$ cat config.mk
export PLATFORM = sky130hd
export DESIGN_NAME = spi_responder
export DESIGN_NICKNAME = d
export VERILOG_FILES = /design/src/rtl/spi_responder_pkg.sv /design/src/rtl/spi_responder_sync.sv /design/src/rtl/spi_responder.sv
export SDC_FILE = /design/constraint.sdc
export NUM_CORES = 1
export LEC_CHECK = 0
export ABC_AREA = 1
export BUFFER_PORTS_ARGS = -buffer_cell sky130_fd_sc_hd__buf_2
export CAP_MARGIN = 20
export CORE_ASPECT_RATIO = 0.5
export CORE_UTILIZATION = 55
export CTS_BUF_LIST = sky130_fd_sc_hd__clkbuf_2 sky130_fd_sc_hd__clkbuf_4 sky130_fd_sc_hd__clkbuf_8
export DETAILED_ROUTE_END_ITERATION = 7
export PLACE_DENSITY = 0.85
export SYNTH_ARGS = -nofsm -noshare
export SYNTH_HDL_FRONTEND = slang
export SYNTH_SLANG_ARGS = --single-unit
export TNS_END_PERCENT = 50
$ cat constraint.sdc
create_clock -name wb_clk_i -period 1.52 [get_ports wb_clk_i]
set_clock_uncertainty 0.05 [all_clocks]
set_input_delay 0.152 -clock wb_clk_i [delete_from_list [all_inputs] [get_ports wb_clk_i]]
set_output_delay 0.152 -clock wb_clk_i [all_outputs]
set_load 0.01 [all_outputs]
$ cat src/rtl/spi_responder_pkg.sv
// Shared types and constants for the SPI responder.
package spi_responder_pkg;

    localparam int BYTE_W = 8;
    localparam int CNT_W  = $clog2(BYTE_W);

    localparam logic [BYTE_W-1:0] DEFAULT_IDLE_BYTE = 8'hFF;
    localparam logic [CNT_W-1:0]  LAST_BIT          = CNT_W'(BYTE_W - 1);

    typedef enum logic {
        IDLE,
        SHIFT
    } state_t;

endpackage

$ cat src/rtl/spi_responder_sync.sv
// Multi-flop synchronizer with a history flop providing single-cycle edge strobes.
module spi_responder_sync #(
    parameter int   STAGES  = 2,
    parameter logic RST_VAL = 1'b0
) (
    input  logic clk,
    input  logic rst,
    input  logic d,
    output logic q,
    output logic rise,
    output logic fall
);

    logic [STAGES-1:0] sync_q;
    logic              hist_q;

    always_ff @(posedge clk) begin
        if (rst) begin
            sync_q <= {STAGES{RST_VAL}};
            hist_q <= RST_VAL;
        end else begin
            sync_q <= {sync_q[STAGES-2:0], d};
            hist_q <= sync_q[STAGES-1];
        end
    end

    assign q    = sync_q[STAGES-1];
    assign rise =  q & ~hist_q;
    assign fall = ~q &  hist_q;

endmodule

$ cat src/rtl/spi_responder.sv
// SPI mode-0 slave: byte-wide tx holding register, rx output register, sticky error flags.
module spi_responder
    import spi_responder_pkg::*;
#(
    parameter int                SYNC_STAGES = 2,
    parameter logic [BYTE_W-1:0] IDLE_BYTE   = DEFAULT_IDLE_BYTE
) (
    input  logic              wb_clk_i,
    input  logic              wb_rst_i,
    input  logic              ssn_i,
    input  logic              sclk_i,
    input  logic              mosi_i,
    output logic              miso_o,
    output logic              miso_oeb_o,
    input  logic [BYTE_W-1:0] tx_data_i,
    input  logic              tx_valid_i,
    output logic              tx_ready_o,
    output logic [BYTE_W-1:0] rx_data_o,
    output logic              rx_valid_o,
    input  logic              rx_ready_i,
    output logic              overrun_o,
    output logic              underrun_o,
    input  logic              clr_i
);

    logic ssn_q, ssn_rise, ssn_fall;
    logic sclk_unused, sclk_rise, sclk_fall;
    logic mosi_q, mosi_rise_unused, mosi_fall_unused;

    spi_responder_sync #(.STAGES(SYNC_STAGES), .RST_VAL(1'b1)) u_sync_ssn (
        .clk(wb_clk_i), .rst(wb_rst_i), .d(ssn_i),
        .q(ssn_q), .rise(ssn_rise), .fall(ssn_fall)
    );
    spi_responder_sync #(.STAGES(SYNC_STAGES), .RST_VAL(1'b0)) u_sync_sclk (
        .clk(wb_clk_i), .rst(wb_rst_i), .d(sclk_i),
        .q(sclk_unused), .rise(sclk_rise), .fall(sclk_fall)
    );
    spi_responder_sync #(.STAGES(SYNC_STAGES), .RST_VAL(1'b0)) u_sync_mosi (
        .clk(wb_clk_i), .rst(wb_rst_i), .d(mosi_i),
        .q(mosi_q), .rise(mosi_rise_unused), .fall(mosi_fall_unused)
    );

    // The synchronizer resets to "deselected", so a select held low across reset
    // would look like a fresh falling edge. Arm only after a genuine high is seen.
    logic [SYNC_STAGES:0] vld_pipe;
    logic                 armed_q;

    always_ff @(posedge wb_clk_i) begin
        if (wb_rst_i) begin
            vld_pipe <= '0;
            armed_q  <= 1'b0;
        end else begin
            vld_pipe <= {vld_pipe[SYNC_STAGES-1:0], 1'b1};
            if (vld_pipe[SYNC_STAGES] && ssn_q)
                armed_q <= 1'b1;
        end
    end

    state_t state_q, state_d;
    logic   start, abort;

    always_ff @(posedge wb_clk_i) begin
        if (wb_rst_i) state_q <= IDLE;
        else          state_q <= state_d;
    end

    always_comb begin
        state_d = state_q;
        start   = 1'b0;
        abort   = 1'b0;
        unique case (state_q)
            IDLE: if (ssn_fall && armed_q) begin
                state_d = SHIFT;
                start   = 1'b1;
            end
            SHIFT: if (ssn_rise) begin
                state_d = IDLE;
                abort   = 1'b1;
            end
            default: state_d = IDLE;
        endcase
    end

    logic [CNT_W-1:0]  bit_cnt_q;
    logic [BYTE_W-1:0] tx_sr_q, rx_sr_q, hold_q, rx_data_q;
    logic              hold_full_q, hold_full_d, tx_ready_q, rx_valid_q;
    logic              overrun_q, underrun_q;
    logic              shifting, bit_rise, bit_fall, load, rx_done, tx_accept;

    // A deselect in the same cycle as an sclk edge wins: the edge is ignored.
    assign shifting    = (state_q == SHIFT) && !ssn_rise;
    assign bit_rise    = shifting && sclk_rise;
    assign bit_fall    = shifting && sclk_fall;
    assign load        = start || (bit_fall && bit_cnt_q == '0);
    assign rx_done     = bit_rise && bit_cnt_q == LAST_BIT;
    assign tx_accept   = tx_valid_i && tx_ready_q;
    assign hold_full_d = tx_accept || (hold_full_q && !load);

    always_ff @(posedge wb_clk_i) begin
        if (wb_rst_i) begin
            hold_q      <= '0;
            hold_full_q <= 1'b0;
            tx_ready_q  <= 1'b1;
            tx_sr_q     <= '0;
        end else begin
            hold_full_q <= hold_full_d;
            tx_ready_q  <= !hold_full_d;
            if (tx_accept)
                hold_q <= tx_data_i;
            if (load)
                tx_sr_q <= hold_full_q ? hold_q : IDLE_BYTE;
            else if (bit_fall)
                tx_sr_q <= {tx_sr_q[BYTE_W-2:0], 1'b0};
        end
    end

    always_ff @(posedge wb_clk_i) begin
        if (wb_rst_i) begin
            bit_cnt_q  <= '0;
            rx_sr_q    <= '0;
            rx_data_q  <= '0;
            rx_valid_q <= 1'b0;
        end else begin
            if (start || abort) begin
                bit_cnt_q <= '0;
                rx_sr_q   <= '0;
            end else if (bit_rise) begin
                bit_cnt_q <= bit_cnt_q + 1'b1;
                rx_sr_q   <= {rx_sr_q[BYTE_W-2:0], mosi_q};
            end
            if (rx_done && (!rx_valid_q || rx_ready_i)) begin
                rx_data_q  <= {rx_sr_q[BYTE_W-2:0], mosi_q};
                rx_valid_q <= 1'b1;
            end else if (rx_valid_q && rx_ready_i) begin
                rx_valid_q <= 1'b0;
            end
        end
    end

    // Set beats clear when both land in the same cycle.
    always_ff @(posedge wb_clk_i) begin
        if (wb_rst_i) begin
            overrun_q  <= 1'b0;
            underrun_q <= 1'b0;
        end else begin
            overrun_q  <= (overrun_q && !clr_i) || (rx_done && rx_valid_q && !rx_ready_i);
            underrun_q <= (underrun_q && !clr_i) || (load && !hold_full_q);
        end
    end

    assign miso_o     = (state_q == SHIFT) && tx_sr_q[BYTE_W-1];
    assign miso_oeb_o = (state_q != SHIFT);
    assign tx_ready_o = tx_ready_q;
    assign rx_data_o  = rx_data_q;
    assign rx_valid_o = rx_valid_q;
    assign overrun_o  = overrun_q;
    assign underrun_o = underrun_q;

endmodule

==> results of run 1 <==
==> Yosys cell counts, types with 2 or more instances <==
cell type	instances	area share, %
inv_1	34	6.0
buf_4	2	0.71
or2_2	4	1.2
a21oi_1	24	5.7
clkinv_1	2	0.36
inv_2	2	0.36
nand2_2	4	1.2
buf_6	2	1.1
nand4_1	8	2.4
ha_1	3	1.8
nand2_1	47	8.3
o21ai_0	8	1.9
buf_2	2	0.47
nand3_1	25	5.9
clkbuf_1	2	0.36
dfxtp_1	52	49
nor2_1	50	8.9
==> per-stage QoR <==
step / setup slack (ps) / instances / utilization (%) / hold slack [ps]
detailed placement: 18.55 / 359 / 65.86 / 292.4
global placement: 112.8 / 359 / 65.86 / 283.3
finish: 95.20 / 370 / 69.52 / 39.77
global route: -8.671 / 370 / 69.52 / 50.91
floorplan: 228.1 / 278 / - / 205.8
CTS: 26.43 / 370 / 69.52 / 34.72
==> per-layer routing <==
| layer | vias up | wire, um | track usage [%] |
|---|---|---|---|
| li1 | 955 | - | - |
| met1 | 842 | 1928 | 24.28 |
| met2 | 20 | 1930 | 37.58 |
| met3 | 10 | 114 | 5.435 |
| met4 | 0 | 73 | 9.206 |
| met5 | - | 0 | 0 |
==> placed cells by master, fill, tap and decap left out, drive strengths merged <==
cell type     n
nor2         53
dfxtp        52
nand2        52
buf          38
inv          36
nand3        26
a21oi        24
nand4         8
o21ai         8
clkbuf        7
or2           4
ha            3
dlygate4sd3   3
clkinv        3
o211ai        1
clkinvlp      1
==> layout make-up <==
type | instances | area [um2] | area share, %
Inverter | 39 | 151.4 | 6.139
Tap cell | 51 | 63.81 | 2.588
Clock buffer | 7 | 90.09 | 3.653
Sequential cell | 52 | 1041 | 42.21
Multi-Input combinational cell | 179 | 869.6 | 35.26
Timing Repair Buffer | 41 | 242.7 | 9.843
Clock inverter | 1 | 7.507 | 0.3044
==> cells by family (layout without fill, tap and decap cells) <==
kind of cell	count (synthesis)	count (layout)
compound gates	33	33
fa+ha+maj	3	3
buf+inv	47	88
flops	52	52
simple gates	143	143
==> registers in the layout (all words and copies together), names as in the netlist, 2 cells and up <==
| register | flops |
|---|---|
| tx_sr_q | 8 |
| hold_q | 8 |
| u_sync_mosi.sync_q | 2 |
| rx_data_o | 8 |
| vld_pipe | 3 |
| rx_sr_q | 7 |
| u_sync_ssn.sync_q | 2 |
| u_sync_sclk.sync_q | 2 |
| bit_cnt_q | 3 |
==> power groups by stage <==
stage	clock network, W	logic (W)	registers, W
after global placement	0	0.000142	0.00145
after detailed placement	0	0.000149	0.00145
final	0.000817	0.000155	0.00142
after CTS	0.000844	0.000155	0.00142
after global routing	0.000882	0.000174	0.00142
after floorplan	0	0.0000998	0.00145
==> path summary, 6_finish.rpt <==
| path | startpoint | endpoint | slack, ps | depth (start not counted) |
|---|---|---|---|---|
| min reg2reg | vld_pipe[0] | vld_pipe[1] | 370 | 2 |
| max reg2reg | u_sync_ssn.hist_q | rx_sr_q[5] | 100 | 8 |
| max | u_sync_ssn.hist_q | rx_sr_q[5] | 100 | 8 |
| min | tx_data_i[7] | hold_q[7] | 40 | 3 |
==> worst max-delay path, stage by stage (launching register included) <==
cell and delay, ps:
dfxtp_1 320, inv_1 60, nand2_2 120, nand2_2 90, nor2_4 250, buf_4 200, clkinv_4 90, nand2_1 80
a21oi_1 60
==> what timing repair did <==
item / CTS / global route
gates resized for setup: 1 / 1
endpoints found under the hold margin: 3 / 0
hold buffers: 3 / 0
setup endpoints to repair: 1 / 10
==> flow_summary.json, run 1 <==
{
  "status": "complete, no violations",
  "n_fill_cell": 279,
  "pin_count": 30,
  "synth_fa_ha_area_share_pct": 1.775,
  "synth.area.mux_share_pct": 0,
  "switchingPower_w": 0.0005389,
  "ys_seq_elements": 52,
  "finalNetCount": 337,
  "clock.fmax_mhz": 701.9,
  "fin_area_um2": 2466,
  "cp_data_required_time_ps": 1650,
  "first_pass_iters": 4,
  "fp.dieW_um": 89.69,
  "initial_core_util_pct": 59.61,
  "power.total_w": 0.002392,
  "finalHoldViolCount": 0,
  "placed_cell_area_um2": 2336,
  "critPathMaxFanout": 12,
  "detail_route.vias_per_cell": 4.938,
  "synth_top_family_by_area": "simple AND/OR/NAND/NOR gates",
  "period_needed_ps": 1425,
  "maxCapViolCount": 0,
  "switching_share_pct": 22.53,
  "num_rows": 15,
  "p_seq_share_pct": 59.4,
  "synth_area_um2": 2115,
  "grt_pass1_wl_um": 6423,
  "ir_drop_uv": 503.0,
  "postCtsSetupBuffers": 0,
  "yosysUniqueCellTypes": 24,
  "drt_iter0_markers": 52,
  "synth-xor-area-share_pct": 0,
  "antennaDiodeCount": 0,
  "clock-root-buffer": "clkbuf_8",
  "grt_pass1_vias": 1605,
  "internal_power_w": 0.001853,
  "ant_nets": 0,
  "cp-start-kind": "flop",
  "drive_gt1_share_pct": 20.38,
  "htree_num_levels": 2,
  "crit_type": "reg -> reg",
  "wl_per_cell_um": 10.94,
  "chipHeight_um": 45.85,
  "clockBufferDepth": 2,
  "setup_tns_ps": 0,
  "ys_seq_area_share_pct": 49.23,
  "hpwlAfterDp_um": 2891,
  "grt_start_max_net_pins": 24,
  "drv_slew": 0,
  "yosys_warnings": 0,
  "clock_sinks": 52,
  "comb_power_share_pct": 6.5,
  "crit_arrival_ps": 1560,
  "grt_overflow_total": 0,
  "netlist_instances": 278,
  "relSlewSlack_pct": 77.49,
  "synth_area_per_cell_um2": 7.606,
  "power_density_nw_per_um2": 969.8,
  "die-area_um2": 4112,
  "vias": 1827,
  "grt_usage_pct": 20.98,
  "hold_class": "in -> reg",
  "tightest_slew_ps": 336.0,
  "cts_buffers": 5,
  "area_delta_synth_final_pct": 16.63,
  "power.leakage_nw": 1.059,
  "rsz0062_at_grt": "true",
  "end_kind": "flop",
  "drt-total-wl_um": 4047,
  "path_clk_slew_ps": 90,
  "core_area_um2": 3547,
  "synth_compound_area_share_pct": 8.580,
  "synth.net_count": 297,
  "io_buffers": 29,
  "synth-simple-area-share_pct": 30.65,
  "async_flop_share_pct": 0,
  "clk_latency_ps": 300,
  "setup_viol": 0,
  "gp_congestion": 0.7419,
  "synth_edf_count": 0,
  "p_clk_share_pct": 34.2,
  "fin_crit_sh_pct": 93.74,
  "route.detailed.drc": 0,
  "antenna_found_initial": 0,
  "cts_tree": "done",
  "yosys_most_used_dff": "dfxtp_1"
}
No activity file was read; power rests on OpenSTA's default activity.
==> inputs of run 2 (changes only) <==
--- a/config.mk
+++ b/config.mk
@@ -9,10 +9,10 @@
 export BUFFER_PORTS_ARGS = -buffer_cell sky130_fd_sc_hd__buf_2
 export CAP_MARGIN = 20
 export CORE_ASPECT_RATIO = 0.5
-export CORE_UTILIZATION = 55
+export CORE_UTILIZATION = 53
 export CTS_BUF_LIST = sky130_fd_sc_hd__clkbuf_2 sky130_fd_sc_hd__clkbuf_4 sky130_fd_sc_hd__clkbuf_8
 export DETAILED_ROUTE_END_ITERATION = 7
-export PLACE_DENSITY = 0.85
+export PLACE_DENSITY = 0.86
 export SYNTH_ARGS = -nofsm -noshare
 export SYNTH_HDL_FRONTEND = slang
 export SYNTH_SLANG_ARGS = --single-unit
==> constraint.sdc (replaced) <==
create_clock -name wb_clk_i -period 1.3 [get_ports wb_clk_i]
set_clock_uncertainty 0.05 [all_clocks]
set_input_delay 0.13 -clock wb_clk_i [delete_from_list [all_inputs] [get_ports wb_clk_i]]
set_output_delay 0.13 -clock wb_clk_i [all_outputs]
set_load 0.01 [all_outputs]
==> run 2 against run 1 <==
Compared with the run above:
- the flow now finishes with violations (setup timing)
- setup slack got worse by 140 ps
- cell area rose by 10%
- sequential power rose by 17%
- non-clock buffer count rose by 6
- largest cell class unchanged
- maximum frequency rose by 5.6%
- via count rose by 10%
- critical path depth did not move
- critical path type unchanged
- clock-buffer cell count did not move
- register-to-register slack got worse by 140 ps
- hold slack got worse by 12 ps
- routed wire length rose by 36%
==> flow_summary.json, run 2 (synthesized netlist as in run 1, its figures left out) <==
{
  "die-area_um2": 4262,
  "hpwlAfterDp_um": 2944,
  "grt_pass1_wl_um": 6720,
  "first_pass_iters": 4,
  "power_density_nw_per_um2": 1054,
  "cp_data_required_time_ps": 1460,
  "finalWorstSetupSlack_ps": -49.63,
  "path_clk_slew_ps": 90,
  "crit_arrival_ps": 1510,
  "route.detailed.drc": 0,
  "drv_slew": 0,
  "stdcell_count": 376,
  "gp_congestion": 0.7584,
  "relSlewSlack_pct": 76.24,
  "final_cell_mix": "nor2_1 (46), dfxtp_1 (46), nand2_1 (45)",
  "chipHeight_um": 46.67,
  "io_buffers": 29,
  "wl_per_cell_um": 14.64,
  "cp-start-kind": "flop",
  "power.leakage_nw": 1.117,
  "setup_viol": 7,
  "antennaDiodeCount": 0,
  "rsz0062_at_grt": "true",
  "fin_crit_sh_pct": 103.8,
  "clock-root-buffer": "clkbuf_8",
  "clk_latency_ps": 310,
  "setup_tns_ps": -144.1,
  "drt_iter0_markers": 97,
  "finalNetCount": 343,
  "tightest_slew_ps": 354.7,
  "clockBufferDepth": 2,
  "hold_class": "in -> reg",
  "end_kind": "flop",
  "cts_tree": "done",
  "fp.dieW_um": 91.33,
  "finalHoldViolCount": 0,
  "grt_usage_pct": 20.48,
  "clock_sinks": 52,
  "place_inst": 357,
  "num_rows": 15,
  "vias": 2010,
  "clock.fmax_mhz": 740.9,
  "area_delta_synth_final_pct": 28.64,
  "antenna_found_initial": 0,
  "grt_start_max_net_pins": 24,
  "ir_drop_uv": 575.6,
  "period_needed_ps": 1350,
  "final_util_pct": 75.10,
  "grt_pass1_vias": 1591,
  "ant_nets": 0,
  "crit_type": "reg -> reg",
  "initial_core_util_pct": 58.38,
  "grt_overflow_total": 0,
  "cts_buffers": 5,
  "drt-total-wl_um": 5504,
  "pin_count": 30,
  "drive_gt1_share_pct": 33.23,
  "status": "finished, violations left",
  "violations": "setup timing",
  "holdWs_ps": 28.10,
  "detail_route.vias_per_cell": 5.346,
  "maxCapViolCount": 0,
  "critPathMaxFanout": 18,
  "htree_num_levels": 2,
  "core_area_um2": 3622,
  "power.total_w": 0.002867
}
run 2: per-stage QoR:
step / cell area (um2) / setup WS (ps)
floorplan: 2115 / 8.070
global placement: 2346 / 24.04
detailed placement: 2346 / -9.754
CTS: 2504 / -9.887
global route: 2720 / -102.5
finish: 2720 / -49.63
run 2: where the power goes:
part	internal (W)	leakage, nW	switching [W]
clock network	0.000454	0.0479	0.000536
registers	0.00164	0.425	0.0000272
logic	0.0000804	0.644	0.000132
run 2: per-layer routing:
layer	wire (um)	global-route usage, %	up-vias
met1	2240	23.38	967
met4	186	7.619	0
met2	2898	39.39	56
li1	-	-	966
met5	0	0	-
met3	178	4.620	21
run 2: path summary, 6_finish.rpt:
check	slack, ps	end	from	depth (start not counted)
hold / removal	30	hold_q[3]	tx_data_i[3]	3
hold reg to reg	360	vld_pipe[1]	vld_pipe[0]	2
setup reg to reg	-50	hold_full_q	u_sync_ssn.hist_q	8
setup / recovery	-50	hold_full_q	u_sync_ssn.hist_q	8
run 2: final cells by class:
type	instances	area, um2
inverter	39	156.4
tap	51	63.81
sequential	52	1051
timing repair buffer	47	321.6
clock inverter	1	7.507
multi-input combinational	179	1030
fill	233	902.1
clock buffer	7	90.09
run 2: timing repair:
action / in CTS / in global routing
gates cloned: 0 / 1
resized for setup: 6 / 47
setup endpoints to repair: 25 / 29
hold endpoints to repair: 3 / 0
hold buffers: 3 / 0
setup buffers: 2 / 5
pin swaps: 3 / 22
run 2: critical path: stages, from the launching register on:
cell and delay (ps):
dfxtp_2 340, inv_2 50, nor2_1 170, nand2_2 120, buf_12 170, nand3_1 90
nand2_1 80, nand2_1 120, inv_1 50
